`src/rtl/ping_pong_out_ctrl.sv`:
```
// Drain-side ping-pong controller: fills two result banks alternately and streams each full bank
// to the consumer as one row of COL_Y words. The bank RAMs (1-cycle read latency) sit outside.
module ping_pong_out_ctrl #(
  parameter int COL_Y      = 4,
  parameter int ADDR_WIDTH = 2,
  parameter int NUM_ROWS   = 16
) (
  input  logic                  clk,
  input  logic                  rst,
  input  logic                  res_valid,
  output logic                  res_ready,
  output logic                  bank0_en,
  output logic                  bank0_we,
  output logic [ADDR_WIDTH-1:0] bank0_addr,
  output logic                  bank1_en,
  output logic                  bank1_we,
  output logic [ADDR_WIDTH-1:0] bank1_addr,
  output logic                  rd_bank_sel,
  output logic                  out_valid,
  input  logic                  out_ready,
  output logic                  out_last,
  output logic                  done,
  output logic                  state_now
);

  localparam int ROW_W = $clog2(NUM_ROWS + 1);
  localparam logic [ADDR_WIDTH-1:0] LAST_ADDR = ADDR_WIDTH'(COL_Y - 1);
  localparam logic [ROW_W-1:0]      LAST_ROW  = ROW_W'(NUM_ROWS - 1);

  // Handshakes (res_valid/res_ready, out_valid/out_ready): a transfer occurs on every cycle where
  // both are high; out_valid, once raised, holds until its word is accepted (or rst).
  typedef enum logic [1:0] {RD_IDLE, RD_PRIME, RD_STREAM} rd_phase_t;

  rd_phase_t             phase, phase_nxt;
  logic                  wr_sel, rd_sel;
  logic [ADDR_WIDTH-1:0] wr_addr, rd_addr, rd_ram_addr;
  logic [1:0]            bank_full, bank_full_nxt;
  logic [ROW_W-1:0]      rows;
  logic                  done_q;
  logic                  wr_fire, wr_last, ov, last_word, rd_fire, rd_done;
  logic                  rd_own0, rd_own1;

  assign res_ready   = ~rst & ~done_q & ~bank_full[wr_sel];
  assign wr_fire     = res_valid & res_ready;
  assign wr_last     = wr_fire & (wr_addr == LAST_ADDR);
  assign ov          = (phase == RD_STREAM);
  assign last_word   = ov & (rd_addr == LAST_ADDR);
  assign rd_fire     = ov & out_ready;
  assign rd_done     = rd_fire & last_word;
  // Advance the RAM address only when the presented word is taken, so a stall re-reads it.
  assign rd_ram_addr = (rd_fire & ~last_word) ? rd_addr + ADDR_WIDTH'(1) : rd_addr;

  always_comb begin
    phase_nxt = phase;
    case (phase)
      // A bank completing this cycle on the read side starts priming immediately.
      RD_IDLE:   if (~done_q & (bank_full[rd_sel] | (wr_last & (wr_sel == rd_sel))))
                   phase_nxt = RD_PRIME;
      RD_PRIME:  phase_nxt = RD_STREAM;
      RD_STREAM: if (rd_done) phase_nxt = RD_IDLE;
      default:   phase_nxt = RD_IDLE;
    endcase
  end

  always_comb begin
    bank_full_nxt = bank_full;
    if (wr_last) bank_full_nxt[wr_sel] = 1'b1;
    if (rd_done) bank_full_nxt[rd_sel] = 1'b0;
  end

  always_ff @(posedge clk) begin
    if (rst) begin
      phase     <= RD_IDLE;
      wr_sel    <= 1'b0;
      rd_sel    <= 1'b0;
      wr_addr   <= '0;
      rd_addr   <= '0;
      bank_full <= 2'b00;
      rows      <= '0;
      done_q    <= 1'b0;
    end else begin
      phase     <= phase_nxt;
      bank_full <= bank_full_nxt;
      if (wr_fire) begin
        if (wr_last) begin
          wr_sel  <= ~wr_sel;
          wr_addr <= '0;
        end else begin
          wr_addr <= wr_addr + ADDR_WIDTH'(1);
        end
      end
      if (rd_fire) begin
        if (last_word) begin
          rd_sel  <= ~rd_sel;
          rd_addr <= '0;
          rows    <= rows + ROW_W'(1);
          if (rows == LAST_ROW) done_q <= 1'b1;
        end else begin
          rd_addr <= rd_addr + ADDR_WIDTH'(1);
        end
      end
    end
  end

  // The read side owns its bank while priming or streaming; the write side owns it otherwise.
  assign rd_own0 = ~rd_sel & (phase != RD_IDLE);
  assign rd_own1 =  rd_sel & (phase != RD_IDLE);

  always_comb begin
    bank0_en   = 1'b0;
    bank0_we   = 1'b0;
    bank0_addr = '0;
    bank1_en   = 1'b0;
    bank1_we   = 1'b0;
    bank1_addr = '0;
    if (!rst) begin
      if (rd_own0) begin
        bank0_en   = 1'b1;
        bank0_addr = rd_ram_addr;
      end else if (~wr_sel) begin
        bank0_en   = wr_fire;
        bank0_we   = wr_fire;
        bank0_addr = wr_addr;
      end
      if (rd_own1) begin
        bank1_en   = 1'b1;
        bank1_addr = rd_ram_addr;
      end else if (wr_sel) begin
        bank1_en   = wr_fire;
        bank1_we   = wr_fire;
        bank1_addr = wr_addr;
      end
    end
  end

  assign rd_bank_sel = ~rst & rd_sel;
  assign out_valid   = ~rst & ov;
  assign out_last    = ~rst & last_word;
  assign done        = ~rst & done_q;
  assign state_now   = ~rst & wr_sel;

endmodule

```
`config.mk`:
```
export PLATFORM = sky130hd
export DESIGN_NAME = ping_pong_out_ctrl
export DESIGN_NICKNAME = d
export VERILOG_FILES = /design/src/rtl/ping_pong_out_ctrl.sv
export SDC_FILE = /design/constraint.sdc
export NUM_CORES = 1
export LEC_CHECK = 0
export ABC_AREA = 1
export BUFFER_PORTS_ARGS = -buffer_cell sky130_fd_sc_hd__buf_2
export CORE_MARGIN = 5
export CORE_UTILIZATION = 45
export DETAILED_ROUTE_END_ITERATION = 12
export PLACE_DENSITY_LB_ADDON = 0.15
export SLEW_MARGIN = 20
export SYNTH_ARGS = -nofsm -noshare
export SYNTH_HDL_FRONTEND = slang
export SYNTH_SLANG_ARGS = --single-unit
```
`constraint.sdc`:
```
create_clock -name clk -period 3.05 [get_ports clk]
set_input_delay 0.305 -clock clk [delete_from_list [all_inputs] [get_ports clk]]
set_output_delay 0.305 -clock clk [all_outputs]
set_load 0.03 [all_outputs]
```
==> summary.txt <==
Outcome
  – Status: completed

Worst setup path
  – CP Class: register to output pin
  – Cells on worst reg2reg path: 7
  – Reg-to-reg slack, setup: between 1.5 and 2 ns
  – Critical Path RT: between 2 and 3 ns
  – FF-to-FF End: wr_sel
  – CP startpoint kind: register
  – CP max FO: 6
  – FF-to-FF Start: wr_sel
  – CP Capture Type: output pin
  – Critical path arrival: between 1.5 and 2 ns

Clock network
  – Post_cts resized: 0
  – CTS buffer count: 3
  – H-Tree Depth: 1
  – Clock buffer depth: 2
  – CTS tree: yes
  – Hold buffer count at CTS: 0
  – Root buffer cell: clkbuf_4
  – Clock Pin Slew Worst Setup and Hold Paths: about 0.090 ns
  – Postcts setup bufs: 0
  – Num Clock Sinks: 16
  – Clock Latency Late Sink: about 0.28 ns

STA
  – Endpoints failing hold: 0
  – Max_slew headroom: 73.6%
  – Final setup TNS: 0 ns
  – RSZ-0062 raised after global routing: false
  – Period minus WS final: ~1.9 ns
  – Max Slew Vio Count: 0
  – Fin crit share: between 60% and 70%
  – Fmax: between 500 and 600 MHz
  – Post-Route Skew: between 0.0015 and 0.002 ns
  – Worst slew pin tran: about 0.40 ns
  – Worst hold margin: ~0.31 ns
  – Final setup viols: 0

Logic synthesis
  – Netlist cell types: 24
  – Post-synth top area cell: dfxtp_1
  – Post-synthesis net count: around 150
  – Syn. warnings: 0
  – Post-synthesis sequential area ratio: between 30% and 40%
  – XOR/XNOR Fraction of Synth Area: 0%
  – Synth top cells by count: 34 x nand2_1, 16 x dfxtp_1, 16 x inv_1, 16 x nor2_1, 13 x a21oi_1
  – Largest family of logic cells by synthesized area: simple AND/OR/NAND/NOR gates
  – Complex-gate fraction of the synthesized area: about 15%
  – Post-synth ARST share: 0%
  – Proportion of synthesized area in mux cells: 0%
  – Flop and latch count out of synthesis: 16
  – Syn Std Cell Area: roughly 950 µm²
  – Commonest register cell after synthesis: dfxtp_1
  – Synthesized instance count: 140
  – Simple-gate share of the synthesized area: 34.8%
  – Post-Synth Adder-Cell Area: 5.28%
  – Synth top area share: between 30% and 40%
  – Most frequent cell after synthesis: nand2_1
  – Synth area leaders: dfxtp_1 34%, nand2_1 13%, a21oi_1 6.9%
  – Number of flops mapped to enable cells by yosys: 0
  – Mean post-synth cell area: around 6.8 µm²

Cells and area
  – Layout fillers: 200
  – Layout area overhead: 11.6%
  – Nets@finish: approximately 170
  – Inserted Diodes: 0
  – Layout cells sized above 1: between 20% and 30%

Floorplanning
  – # rows: 16
  – Die height: approximately 56 µm
  – Die Span X: ~56 µm
  – Die ar.: 3130 µm²
  – IO Pins: 18
  – Initial core utilization: between 40 and 50%
  – Total core area: around 2000 µm²

Drt
  – Post-DR vias/cell: 4.86
  – DRT iter0 DRCs: 10
  – DRT Pass-1 Iters: 4
  – Drt drc: 0
  – Routed Antenna Nets: 0
  – WL/cell: roughly 11 µm
  – Vias: between 800 and 900
  – Total length of routed wires: 1960 µm

GRT
  – Pin count of the biggest net entering global routing: 15
  – First-pass GRT wire length: ~3500 µm
  – GR Overflow Total: 0
  – Initial antenna violation count: 0
  – All-Layer GR Usage: 13.6%
  – Vias in the first global route: roughly 840

Pwr
  – P_leak: 0.484 nW
  – PD cells: about 340 nW/µm²
  – Total Power: 0.000363 W
  – Peak VDD IR: about 0.20 mV

Worst hold path
  – Hold crit path type: primary input to register
  – Hold depth: 2
  – Hold_sp: rst
  – Hold Path End: wr_addr[0]

Placed design
  – Final Wtd Congestion: roughly 0.8
  – Port Buffers: 17
  – DP HPWL: approximately 1600 µm

Job
  – Maxcap violations: 0
==> area by class of cell <==
type	count	area (µm²)	area share (%)
Multi-Input combinational cell	101	520	49.2
Sequential cell	16	320	30.3
Timing Repair Buffer	17	85.1	8.04
Inverter	19	76.3	7.21
Tap cell	27	33.8	3.19
Clock buffer	3	22.5	2.13
==> sequential cells by signal, indices dropped and copies added, names as in the netlist <==
signal     count
wr_addr        2
wr_sel         1
done_q         1
rows           5
rd_addr        2
rd_sel         1
bank_full      2
phase          2
==> worst max-delay path by stage <==
stage          slack (ns)     start            end
2_1_floorplan        1.24       rst  bank1_addr[0]
3_3_place_gp         1.35       rst  bank1_addr[0]
3_5_place_dp         1.28       rst  bank1_addr[0]
4_1_cts              1.12    rd_sel  bank1_addr[0]
5_1_grt              0.96  phase[1]  bank1_addr[0]
6_report             1.12    rd_sel  bank1_addr[0]
==> cell families after synthesis <==
kind of cell / Yosys count
buffers and inverters: 23
AO/OA/AOI/OAI: 26
adder cells (fa/ha/maj): 4
flip-flops: 16
AND/OR/NAND/NOR: 71
==> metrics by stage <==
step | utilization, % | cells | setup slack, ns | cell area, µm²
floorplan | - | 140 | 1.24 | 948
global placement | 52.3 | 180 | 1.35 | 1040
detailed placement | 52.3 | 180 | 1.28 | 1040
CTS | 53.4 | 183 | 1.12 | 1060
global route | 53.4 | 183 | 0.963 | 1060
finish | 53.4 | 183 | 1.12 | 1060
==> placed cells by master, fill, tap and decap left out <==
| cell | n |
|---|---|
| inv_6 | 1 |
| ha_1 | 4 |
| buf_2 | 17 |
| o21ai_1 | 1 |
| nand4_2 | 1 |
| clkbuf_4 | 3 |
| nand2_1 | 34 |
| a21boi_0 | 1 |
| inv_1 | 16 |
| nor2_4 | 2 |
| nor3_1 | 4 |
| inv_2 | 2 |
| a21oi_1 | 13 |
| nand4_1 | 4 |
| o21ai_2 | 1 |
| nand3_1 | 4 |
| nor2_2 | 1 |
| nand2_4 | 1 |
| a21oi_2 | 1 |
| nor2_1 | 16 |
| dfxtp_1 | 16 |
| o21ai_0 | 9 |
| nand2_2 | 4 |
==> layer usage <==
metal  track usage, %  vias up  routed length, µm
met5                0        -                  0
met4             6.44        0                 12
met3             4.41        2                 95
met2             22.8       15                908
met1             15.5      390                938
li1                 -      482                  -
==> where the power goes <==
part | total, W | leakage (nW) | internal, W | switching (W)
Sequential | 0.000214 | 0.129 | 0.000211 | 0.00000264
Combinational | 0.0000366 | 0.341 | 0.0000107 | 0.0000258
Clock | 0.000113 | 0.0138 | 0.0000459 | 0.0000671
==> worst max-delay path: stages (launching register included) <==
cell,delay (ns)
dfxtp_1,0.44
inv_2,0.10
nor2_2,0.22
nand2_2,0.09
o21ai_1,0.09
a21boi_0,0.18
buf_2,0.22
Note: power is estimated with default switching activity, not from simulation.
